`src/rtl/egress_meta_merge_if.sv`:
```
// Egress AXI-stream bus carrying packet beats plus per-packet metadata on the first beat.
interface axi_stream_vnp4_if;
    localparam int unsigned DATA_W = 512;
    localparam int unsigned KEEP_W = 64;
    localparam int unsigned PORT_W = 16;
    localparam int unsigned SIZE_W = 16;

    logic [DATA_W-1:0] data;
    logic [KEEP_W-1:0] keep;
    logic              last;
    logic              valid;
    logic              user_valid;
    logic [PORT_W-1:0] user_ingress_port;
    logic [PORT_W-1:0] user_egress_port;
    logic [SIZE_W-1:0] user_size;
    logic              ready;

    modport master (
        output data, keep, last, valid, user_valid,
               user_ingress_port, user_egress_port, user_size,
        input  ready
    );

    modport slave (
        input  data, keep, last, valid, user_valid,
               user_ingress_port, user_egress_port, user_size,
        output ready
    );
endinterface

```
`src/rtl/egress_meta_merge.sv`:
```
// Pairs each metadata word with one packet, forwarding or discarding the packet beats
// and attaching the metadata to the first forwarded beat.
module egress_meta_merge #(
    parameter int unsigned MAX_PORT = 9,
    parameter int unsigned CNT_W    = 32
) (
    input  logic               aclk,
    input  logic               aresetn,
    input  logic [511:0]       s_axis_tdata,
    input  logic [63:0]        s_axis_tkeep,
    input  logic               s_axis_tlast,
    input  logic               s_axis_tvalid,
    output logic               s_axis_tready,
    input  logic [15:0]        s_meta_ingress_port,
    input  logic [15:0]        s_meta_egress_port,
    input  logic [15:0]        s_meta_size,
    input  logic               s_meta_drop,
    input  logic               s_meta_valid,
    output logic               s_meta_ready,
    axi_stream_vnp4_if.master  m_axis,
    output logic [CNT_W-1:0]   stat_pkt_cnt,
    output logic [CNT_W-1:0]   stat_drop_cnt
);
    localparam int unsigned DATA_W = 512;
    localparam int unsigned KEEP_W = 64;
    localparam int unsigned PORT_W = 16;
    localparam int unsigned SIZE_W = 16;

    typedef enum logic [1:0] {
        META = 2'd0,
        FWD  = 2'd1,
        DROP = 2'd2
    } state_t;

    state_t              state;
    logic                meta_rdy;
    logic                first;
    logic [PORT_W-1:0]   lat_ingress;
    logic [PORT_W-1:0]   lat_egress;
    logic [SIZE_W-1:0]   lat_size;

    logic                out_valid;
    logic [DATA_W-1:0]   out_data;
    logic [KEEP_W-1:0]   out_keep;
    logic                out_last;
    logic                out_uvalid;
    logic [PORT_W-1:0]   out_uingress;
    logic [PORT_W-1:0]   out_uegress;
    logic [SIZE_W-1:0]   out_usize;

    logic                meta_hs;
    logic                meta_bad;
    logic                out_load;
    logic                beat_hs;
    logic                fwd_beat;
    logic                drop_beat;

    // Handshake decode; output stage may load when empty or draining
    assign meta_hs   = s_meta_valid && meta_rdy;
    assign meta_bad  = s_meta_drop
                     || (s_meta_egress_port[3:0] > 4'(MAX_PORT))
                     || (|s_meta_egress_port[15:4]);
    assign out_load  = !out_valid || m_axis.ready;
    assign beat_hs   = s_axis_tvalid && s_axis_tready;
    assign fwd_beat  = beat_hs && (state == FWD);
    assign drop_beat = beat_hs && (state == DROP);

    assign s_meta_ready  = meta_rdy;
    assign s_axis_tready = ((state == FWD) && out_load) || (state == DROP);

    // Packet sequencing FSM with latched metadata
    always_ff @(posedge aclk or negedge aresetn) begin
        if (!aresetn) begin
            state       <= META;
            meta_rdy    <= 1'b0;
            first       <= 1'b0;
            lat_ingress <= '0;
            lat_egress  <= '0;
            lat_size    <= '0;
        end else begin
            case (state)
                META: begin
                    if (meta_hs) begin
                        lat_ingress <= s_meta_ingress_port;
                        lat_egress  <= s_meta_egress_port;
                        lat_size    <= s_meta_size;
                        first       <= 1'b1;
                        meta_rdy    <= 1'b0;
                        state       <= meta_bad ? DROP : FWD;
                    end else begin
                        meta_rdy    <= 1'b1;
                    end
                end
                FWD: begin
                    if (fwd_beat) begin
                        first <= 1'b0;
                        if (s_axis_tlast) begin
                            state    <= META;
                            meta_rdy <= 1'b1;
                        end
                    end
                end
                DROP: begin
                    if (drop_beat && s_axis_tlast) begin
                        state    <= META;
                        meta_rdy <= 1'b1;
                    end
                end
                default: begin
                    state    <= META;
                    meta_rdy <= 1'b0;
                end
            endcase
        end
    end

    // Single output register stage; holds while the sink stalls
    always_ff @(posedge aclk or negedge aresetn) begin
        if (!aresetn) begin
            out_valid    <= 1'b0;
            out_data     <= '0;
            out_keep     <= '0;
            out_last     <= 1'b0;
            out_uvalid   <= 1'b0;
            out_uingress <= '0;
            out_uegress  <= '0;
            out_usize    <= '0;
        end else if (out_load) begin
            out_valid <= fwd_beat;
            if (fwd_beat) begin
                out_data     <= s_axis_tdata;
                out_keep     <= s_axis_tkeep;
                out_last     <= s_axis_tlast;
                out_uvalid   <= first;
                out_uingress <= first ? lat_ingress : '0;
                out_uegress  <= first ? lat_egress  : '0;
                out_usize    <= first ? lat_size    : '0;
            end
        end
    end

    assign m_axis.valid             = out_valid;
    assign m_axis.data              = out_data;
    assign m_axis.keep              = out_keep;
    assign m_axis.last              = out_last;
    assign m_axis.user_valid        = out_uvalid;
    assign m_axis.user_ingress_port = out_uingress;
    assign m_axis.user_egress_port  = out_uegress;
    assign m_axis.user_size         = out_usize;

    // Saturating forwarded/dropped packet counters, bumped on the tlast beat
    always_ff @(posedge aclk or negedge aresetn) begin
        if (!aresetn) begin
            stat_pkt_cnt  <= '0;
            stat_drop_cnt <= '0;
        end else begin
            if (fwd_beat && s_axis_tlast && (stat_pkt_cnt != {CNT_W{1'b1}})) begin
                stat_pkt_cnt <= stat_pkt_cnt + CNT_W'(1);
            end
            if (drop_beat && s_axis_tlast && (stat_drop_cnt != {CNT_W{1'b1}})) begin
                stat_drop_cnt <= stat_drop_cnt + CNT_W'(1);
            end
        end
    end
endmodule
```
`src/flat_wrapper.sv`:
```
// flat-port wrapper written by rule: the top's interface ports become plain ports
module egress_meta_merge_flat 
#(
    parameter int unsigned MAX_PORT = 9,
    parameter int unsigned CNT_W    = 32
)
  (aclk, aresetn, s_axis_tdata, s_axis_tkeep, s_axis_tlast, s_axis_tvalid, s_axis_tready, s_meta_ingress_port, s_meta_egress_port, s_meta_size, s_meta_drop, s_meta_valid, s_meta_ready, stat_pkt_cnt, stat_drop_cnt, m_axis_data, m_axis_keep, m_axis_last, m_axis_valid, m_axis_user_valid, m_axis_user_ingress_port, m_axis_user_egress_port, m_axis_user_size, m_axis_ready);
  axi_stream_vnp4_if m_axis_i ();
  input  logic aclk;
  input  logic aresetn;
  input  logic [511:0] s_axis_tdata;
  input  logic [63:0] s_axis_tkeep;
  input  logic s_axis_tlast;
  input  logic s_axis_tvalid;
  output logic s_axis_tready;
  input  logic [15:0] s_meta_ingress_port;
  input  logic [15:0] s_meta_egress_port;
  input  logic [15:0] s_meta_size;
  input  logic s_meta_drop;
  input  logic s_meta_valid;
  output logic s_meta_ready;
  output logic [CNT_W-1:0] stat_pkt_cnt;
  output logic [CNT_W-1:0] stat_drop_cnt;
  output wire logic [$bits(m_axis_i.data)-1:0] m_axis_data;
  output wire logic [$bits(m_axis_i.keep)-1:0] m_axis_keep;
  output wire logic [$bits(m_axis_i.last)-1:0] m_axis_last;
  output wire logic [$bits(m_axis_i.valid)-1:0] m_axis_valid;
  output wire logic [$bits(m_axis_i.user_valid)-1:0] m_axis_user_valid;
  output wire logic [$bits(m_axis_i.user_ingress_port)-1:0] m_axis_user_ingress_port;
  output wire logic [$bits(m_axis_i.user_egress_port)-1:0] m_axis_user_egress_port;
  output wire logic [$bits(m_axis_i.user_size)-1:0] m_axis_user_size;
  input wire logic [$bits(m_axis_i.ready)-1:0] m_axis_ready;
  assign m_axis_data = m_axis_i.data;
  assign m_axis_keep = m_axis_i.keep;
  assign m_axis_last = m_axis_i.last;
  assign m_axis_valid = m_axis_i.valid;
  assign m_axis_user_valid = m_axis_i.user_valid;
  assign m_axis_user_ingress_port = m_axis_i.user_ingress_port;
  assign m_axis_user_egress_port = m_axis_i.user_egress_port;
  assign m_axis_user_size = m_axis_i.user_size;
  assign m_axis_i.ready = m_axis_ready;
  egress_meta_merge #(.MAX_PORT(MAX_PORT), .CNT_W(CNT_W)) u_core (.aclk(aclk), .aresetn(aresetn), .s_axis_tdata(s_axis_tdata), .s_axis_tkeep(s_axis_tkeep), .s_axis_tlast(s_axis_tlast), .s_axis_tvalid(s_axis_tvalid), .s_axis_tready(s_axis_tready), .s_meta_ingress_port(s_meta_ingress_port), .s_meta_egress_port(s_meta_egress_port), .s_meta_size(s_meta_size), .s_meta_drop(s_meta_drop), .s_meta_valid(s_meta_valid), .s_meta_ready(s_meta_ready), .m_axis(m_axis_i), .stat_pkt_cnt(stat_pkt_cnt), .stat_drop_cnt(stat_drop_cnt));
endmodule
```
`config.mk`:
```
export PLATFORM = sky130hd
export DESIGN_NAME = egress_meta_merge_flat
export DESIGN_NICKNAME = d
export VERILOG_FILES = /design/src/rtl/egress_meta_merge_if.sv /design/src/rtl/egress_meta_merge.sv /design/src/flat_wrapper.sv
export SDC_FILE = /design/constraint.sdc
export NUM_CORES = 1
export LEC_CHECK = 0
export CORE_AREA = 2 2 514 516
export CTS_CLUSTER_SIZE = 24
export DETAILED_ROUTE_END_ITERATION = 7
export DIE_AREA = 0 0 516 518
export PLACE_DENSITY = 0.32
export REMOVE_ABC_BUFFERS = 1
export SLEW_MARGIN = 20
export SYNTH_ARGS = -nofsm -noshare
export SYNTH_HDL_FRONTEND = slang
export SYNTH_SLANG_ARGS = --single-unit
```
`constraint.sdc`:
```
create_clock -name aclk -period 2.2 [get_ports aclk]
set_input_delay 0.55 -clock aclk [delete_from_list [all_inputs] [get_ports aclk]]
set_output_delay 0.55 -clock aclk [all_outputs]
set_load 0.02 [all_outputs]
```
==> metrics.md, run 1 <==
| Metric | Value |
|---|---|
| Synthesized area per cell | `8.95 µm²` |
| Area after DPL | `47,900 µm²` |
| Most frequent cell after synthesis | `nand2_1` |
| Pwr/cell area | `680 nW/µm²` |
| DR WL/cell | `23.1 µm` |
| Worst endpoint required time | `1.65 ns` |
| Worst r2r path cells | `13` |
| Die Wd | `516 µm` |
| Status | `finished, violations left` |
| Root Buffer | `clkbuf_16` |
| Skew-Pair Late Insertion Delay | `0.74 ns` |
| Vias in the first global route | `28,700` |
| Total track usage | `13.7%` |
| IO Pins | `1,324` |
| Setup repair after global routing missed its margin | `yes` |
| Synth unique cells | `42` |
| Maximum fanout along the worst path | `3` |
| Crit path kind | `flop to primary output` |
| Final WL | `192 mm` |
| Peak supply drop | `0.632 mV` |
| CORE AREA | `262,000 µm²` |
| Syn Std Cell Area | `28,600 µm²` |
| Clk slew on worst S/H paths | `0.07 ns` |
| Vias | `27,700` |
| FF+latch area | `18,600 µm²` |
| Top cells by area in the synthesized netlist | `dfrtp_1 65%, nand2_1 26%, clkbuf_1 1.9%` |
| Synth Instances | `3,195` |
| Post-DRT Antenna Nets | `0` |
| Leakage | `27.3 nW` |
| Failing checks | `negative setup slack` |
| Yosys reg bits | `743` |
| Total CTS buffers | `101` |
| Fmax | `421 MHz` |
| Drt initial violations | `1,400` |
| Endpoints failing setup | `6` |
| Flop2flop setup slack | `-0.04 ns` |
| Rows | `188` |
| Max-cap violations | `0` |
| Die area | `267,000 µm²` |
| Top cell type's share of synthesized area | `65.0%` |
| Worst-margin pin slew | `0.561 ns` |
| Worst Setup Start Kind | `flop` |
| Area of the multi-input gates | `9500 µm²` |
| Die extent in y | `518 µm` |
| R2r startpoint | `u_core.state[1]` |
| DP HPWL | `153 mm` |
| I/O Buffers | `1,323` |
| Worst min path class | `primary input to flop` |
| Grt ovf | `0` |
| Fin area | `51,800 µm²` |
| Sequential element share of the synthesized area | `65.0%` |
| Vias per cell | `3.32` |
| Synth area leader | `dfrtp_1` |
| First-pass GRT wire length | `254 mm` |
| Worst setup EP type | `primary output` |
| CTS sink count | `743` |
| Final hold slack | `0.313 ns` |
| Worst clock skew | `0.0495 ns` |
| Pin count of the biggest net entering global routing | `87` |
| Hold Fails Final Rpt | `0` |
| Area Overhead vs Synth | `81.1%` |
| Ys Warns | `0` |
| Top_reg_cell synth | `dfrtp_1` |
| Hold Crit Depth | `3` |
| Crit share post-route | `108%` |
| CTS Buffer Depth | `3` |
| DP Worst Slack | `-0.505 ns` |
| Drt pass-1 iters | `5` |
| Setup slack after layout | `-0.177 ns` |
| Routability Congestion | `0.819` |
| Worst Hold Path EP | `u_core.m_axis.data[274]` |
| Fin crit period | `2.38 ns` |
| DRC Markers | `0` |
| Reg2Reg Capture Point | `u_core.m_axis.data[331]` |
| Synth cell count leaders | `2,009 x nand2_1, 743 x dfrtp_1, 146 x clkbuf_1` |
| CTS tree | `done` |
| Final net count | `5,350` |
| Async SR Flop Fraction | `100%` |
| Clock H-tree levels | `3` |
| Hold_sp | `s_axis_tdata[274]` |
| Slew headroom | `62.6%` |
| Slew Limit Fails | `0` |
| Initial antenna violation count | `149` |
| EDFF count, synth | `0` |
| Fillers | `29,200` |
| Initial Util | `10.9%` |
| Worst Path Arrival | `1.83 ns` |
| Layout cell share with drive strength beyond 1 | `13.2%` |
==> state kept, by name (all words and copies together), names as in the netlist <==
name	cells
u_core.lat_size	16
u_core.m_axis.keep	64
u_core.m_axis.user_egress_port	16
u_core.m_axis.user_size	16
u_core.stat_pkt_cnt	32
u_core.lat_ingress	16
u_core.s_meta_ready	1
u_core.state	2
u_core.m_axis.data	512
u_core.m_axis.user_valid	1
u_core.lat_egress	16
u_core.m_axis.user_ingress_port	16
u_core.stat_drop_cnt	32
u_core.m_axis.valid	1
u_core.first	1
u_core.m_axis.last	1
==> per-layer routing <==
metal	up-vias	track usage, %	wire [µm]
met5	-	0	707
met4	106	2.70	3390
met3	320	7.41	23800
met2	1139	22.2	87400
met1	13200	15.9	77000
li1	13000	-	-
==> worst max-delay path by stage <==
stage                          from                                end  cells past startpoint
global route        u_core.state[1]                      s_axis_tready                      6
CTS                 u_core.state[0]                      s_axis_tready                      6
detailed placement     m_axis_ready            u_core.stat_pkt_cnt[27]                      7
finish              u_core.state[1]                      s_axis_tready                      6
floorplan           u_core.state[1]  u_core.m_axis.user_egress_port[0]                      6
global placement       m_axis_ready            u_core.stat_pkt_cnt[27]                      7
==> layout by cell type (no fill, tap or decap), drive strengths merged, types with 3 or more instances in the layout <==
master / n
nand2: 2009
dfrtp: 743
clkdlybuf4s50: 629
dlygate4sd2: 489
buf: 292
clkbuf: 167
clkdlybuf4s15: 153
nand3: 81
xnor2: 37
nor2: 23
clkinv: 22
xor2: 21
diode: 20
nand4: 18
nor3: 17
and3: 10
inv: 10
and4: 8
bufinv: 8
nor4: 7
ha: 6
or4: 5
and2: 4
a31oi: 4
nor3b: 4
a21oi: 4
mux2: 3
clkinvlp: 3
==> report_power, final <==
group | switching [mW] | internal [mW]
combinational | 1.37 | 1.59
clock | 7.24 | 10.5
sequential | 0.333 | 14.2
==> kinds of logic after synthesis <==
logic type	Yosys count	share of synthesized area (%)
and+or+nand+nor	2194	30.0
xor gates and xnor gates	58	1.78
adders and majority gates	6	0.263
DFF	743	65.0
buffers and inverters	170	2.25
muxes	3	0.118
AOI/OAI and AO/OA	21	0.551
==> worst max-delay path: stages (launching register included) <==
cell,delay (ns)
dfrtp_2,0.41
inv_2,0.07
ha_4,0.16
buf_6,0.12
a21oi_4,0.14
inv_2,0.06
buf_6,0.13
==> stage by stage <==
step	TNS, ns	cells	util [%]	total power [mW]
after floorplan	-	3031	-	15.4
after global placement	-127.84	8097	18.3	17.8
after detailed placement	-113.29	8097	18.3	17.8
after CTS	-0.510	8291	19.5	36.1
after global routing	-3.17	8315	19.8	36.9
final	-0.268	8334	19.8	35.2
==> layout make-up <==
cell class	instances	share of cell area, %
flip-flops and latches	743	35.9
repair buffers	1579	30.2
multi-input cells	2282	18.4
well taps	3515	8.50
clock buffers	152	5.87
clock inverters	37	0.991
diodes	20	0.0967
inverters	6	0.0435
==> timing repair <==
item,in CTS,in global routing
resized for setup,978,40
endpoints found under the hold margin,13,0
setup endpoints to repair,689,247
setup buffers,2,10
hold buffers,1,0
pin swaps,3,9
cloned,2,14
(Power assumes the default switching activity.)
==> run 2, diff against run 1 <==
ABC_CLOCK_PERIOD_IN_PS = 2200   (was unset)
==> results of run 2 <==
No change in the layout: final DEF, timing and power equal those of run 1.
==> run 3, diff against run 2 <==
CORE_AREA = 2 2 518 520   (was 2 2 514 516)
DIE_AREA = 0 0 520 522   (was 0 0 516 518)
DONT_BUFFER_PORTS = 1   (was unset)
PLACE_DENSITY = 0.3   (was 0.32)
==> metrics.md, run 3 (synthesis gave the netlist of run 1 again) <==
| Metric | Value |
|---|---|
| Total track usage | `12.0%` |
| Clock H-tree levels | `3` |
| Pin count of the biggest net entering global routing | `145` |
| CTS tree | `done` |
| Vias in the first global route | `26,000` |
| Final WL | `174 mm` |
| Rows | `190` |
| Leakage | `22.2 nW` |
| Layout cell share with drive strength beyond 1 | `10.1%` |
| Commonest non-fill, non-tap cells in the layout | `2,006 x nand2_1, 741 x dfrtp_1, 620 x dlygate4sd3_1` |
| Placed insts | `6,775` |
| Die Wd | `520 µm` |
| DRC Markers | `190` |
| CTS sink count | `743` |
| Most common cell after layout, fill and taps aside | `nand2_1` |
| Hold Crit Depth | `2` |
| Number of flip-flops in the largest register | `512` |
| I/O Buffers | `0` |
| Max-cap violations | `0` |
| Worst Setup Start Kind | `flop` |
| WL met1 | `67.4 mm` |
| CTS Buffer Depth | `3` |
| Layout Cells excl Fill | `7,648` |
| Reg2Reg Capture Point | `u_core.stat_pkt_cnt[20]` |
| Skew-Pair Late Insertion Delay | `0.74 ns` |
| Worst r2r path cells | `9` |
| CORE AREA | `266,000 µm²` |
| Worst Path Arrival | `1.76 ns` |
| Fmax | `433 MHz` |
| Area Overhead vs Synth | `56.6%` |
| Setup repair after global routing missed its margin | `yes` |
| Initial antenna violation count | `142` |
| DP HPWL | `136 mm` |
| Worst clock skew | `0.0555 ns` |
| Pwr/cell area | `758 nW/µm²` |
| Met3 Wirelength | `20.1 mm` |
| Vias per cell | `3.29` |
| Total CTS buffers | `99` |
| Crit-path cells | `inv_1 -> ha_4 -> buf_4 -> a21oi_4 -> inv_4` |
| Top sig layer | `met5` |
| Worst setup EP type | `primary output` |
| Flop2flop setup slack | `0.01 ns` |
| Status | `finished, violations left` |
| IO Pins | `1,324` |
| Worst endpoint required time | `1.65 ns` |
| Final net count | `4,612` |
| Crit path kind | `flop to primary output` |
| Root Buffer | `clkbuf_16` |
| Drt pass-1 iters | `8` |
| Slew Limit Fails | `0` |
| Crit share post-route | `105%` |
| CP max stage delay | `0.37 ns` |
| Setup TNS | `-0.109 ns` |
| Vias | `25,200` |
| Hold Fails Final Rpt | `0` |
| CP endpoint | `s_axis_tready` |
| Die area | `271,000 µm²` |
| Crit. Startpoint | `u_core.state[0]` |
| Maximum fanout along the worst path | `4` |
| Peak supply drop | `0.570 mV` |
| CP max stage cell | `dfrtp_1` |
| Endpoints failing setup | `1` |
| Routability Congestion | `0.831` |
| Failing checks | `design-rule violations, negative setup slack` |
| Drt initial violations | `1,175` |
| Grt ovf | `0` |
| Clk slew on worst S/H paths | `0.06 ns` |
| Worst min path class | `primary input to flop` |
| Worst-margin pin slew | `0.774 ns` |
| DR WL/cell | `22.7 µm` |
| Setup slack after layout | `-0.109 ns` |
| First-pass GRT wire length | `227 mm` |
| Die extent in y | `522 µm` |
| Fillers | `29,900` |
| R2r startpoint | `u_core.state[1]` |
| Slew headroom | `48.4%` |
| Post-DRT Antenna Nets | `0` |
| Metal2 WL | `80.7 mm` |
| Fin crit period | `2.31 ns` |
| Initial Util | `10.7%` |
[run 3: cell count changes in the layout (fill, tap and decap cells not counted), moves of 6 or more]
cell             before  now
dfrtp_1             735  741
dlygate4sd2_1       489    0
buf_12               47   28
buf_4               211  156
diode_2              20   47
buf_2                 8    0
clkdlybuf4s15_1      41    0
clkbuf_8             30   17
dfrtp_2               8    2
clkdlybuf4s50_1     629    0
clkdlybuf4s15_2     112    0
dlygate4sd3_1         1  620
[run 3: metrics by stage]
step / hold WS, ns / util (%) / instance area [µm²] / total power [mW] / worst slack, ns
floorplan: 0.254 / - / 28000 / 15.4 / -19.31
global placement: 0.278 / 12.8 / 34200 / 16.1 / -0.0299
detailed placement: 0.255 / 12.9 / 34400 / 16.5 / -0.271
CTS: 0.00167 / 16.5 / 43900 / 34.8 / -0.246
global route: 0.0288 / 16.8 / 44700 / 35.6 / -0.250
finish: 0.0663 / 16.8 / 44800 / 33.9 / -0.109
[run 3: how the worst min path moves through the flow]
stage	startpoint	end
finish	s_axis_tdata[365]	u_core.m_axis.data[365]
global route	s_axis_tdata[87]	u_core.m_axis.data[87]
CTS	s_axis_tdata[87]	u_core.m_axis.data[87]
detailed placement	aresetn	u_core.m_axis.data[184]
global placement	aresetn	u_core.m_axis.data[184]
floorplan	aresetn	u_core.first
[run 3: per-layer routing]
| layer | up-vias | GRT usage (%) |
|---|---|---|
| met1 | 12000 | 13.6 |
| li1 | 11500 | - |
| met5 | - | 0 |
| met3 | 359 | 6.22 |
| met4 | 92 | 3.39 |
| met2 | 1200 | 19.6 |
[run 3: layout make-up]
cell class              count  area [µm²]  area share [%]
diodes                     47         118           0.263
clock buffers             140        2800            6.26
clock inverters            35         464            1.04
inverters                   6        25.0          0.0559
multi-input cells        2282        9480            21.2
flip-flops and latches    743       18600            41.5
well taps                3552        4440            9.93
repair buffers            843        8840            19.7
[run 3: critical path: cells and delay by family, from the launching register on]
family          cells  cell delay, ns
buf+inv             3            0.32
compound gates      1            0.14
fa+ha+maj           1            0.19
flops               1            0.37
[run 3: where the power goes]
part           switching, mW  internal, mW  leakage, nW  total (mW)
combinational           1.49          1.26         10.3        2.75
clock                   6.99          9.59         1.59        16.6
sequential             0.433          14.2         10.3        14.6
total                   8.91          25.0         22.2        33.9
[run 3: timing repair]
item,in CTS,in global routing
buffers inserted,4,10
resized for setup,14,30
endpoints found under the hold margin,739,2
hold buffers,618,2
cloned,0,17
pin swaps,3,1
setup endpoints to repair,12,594
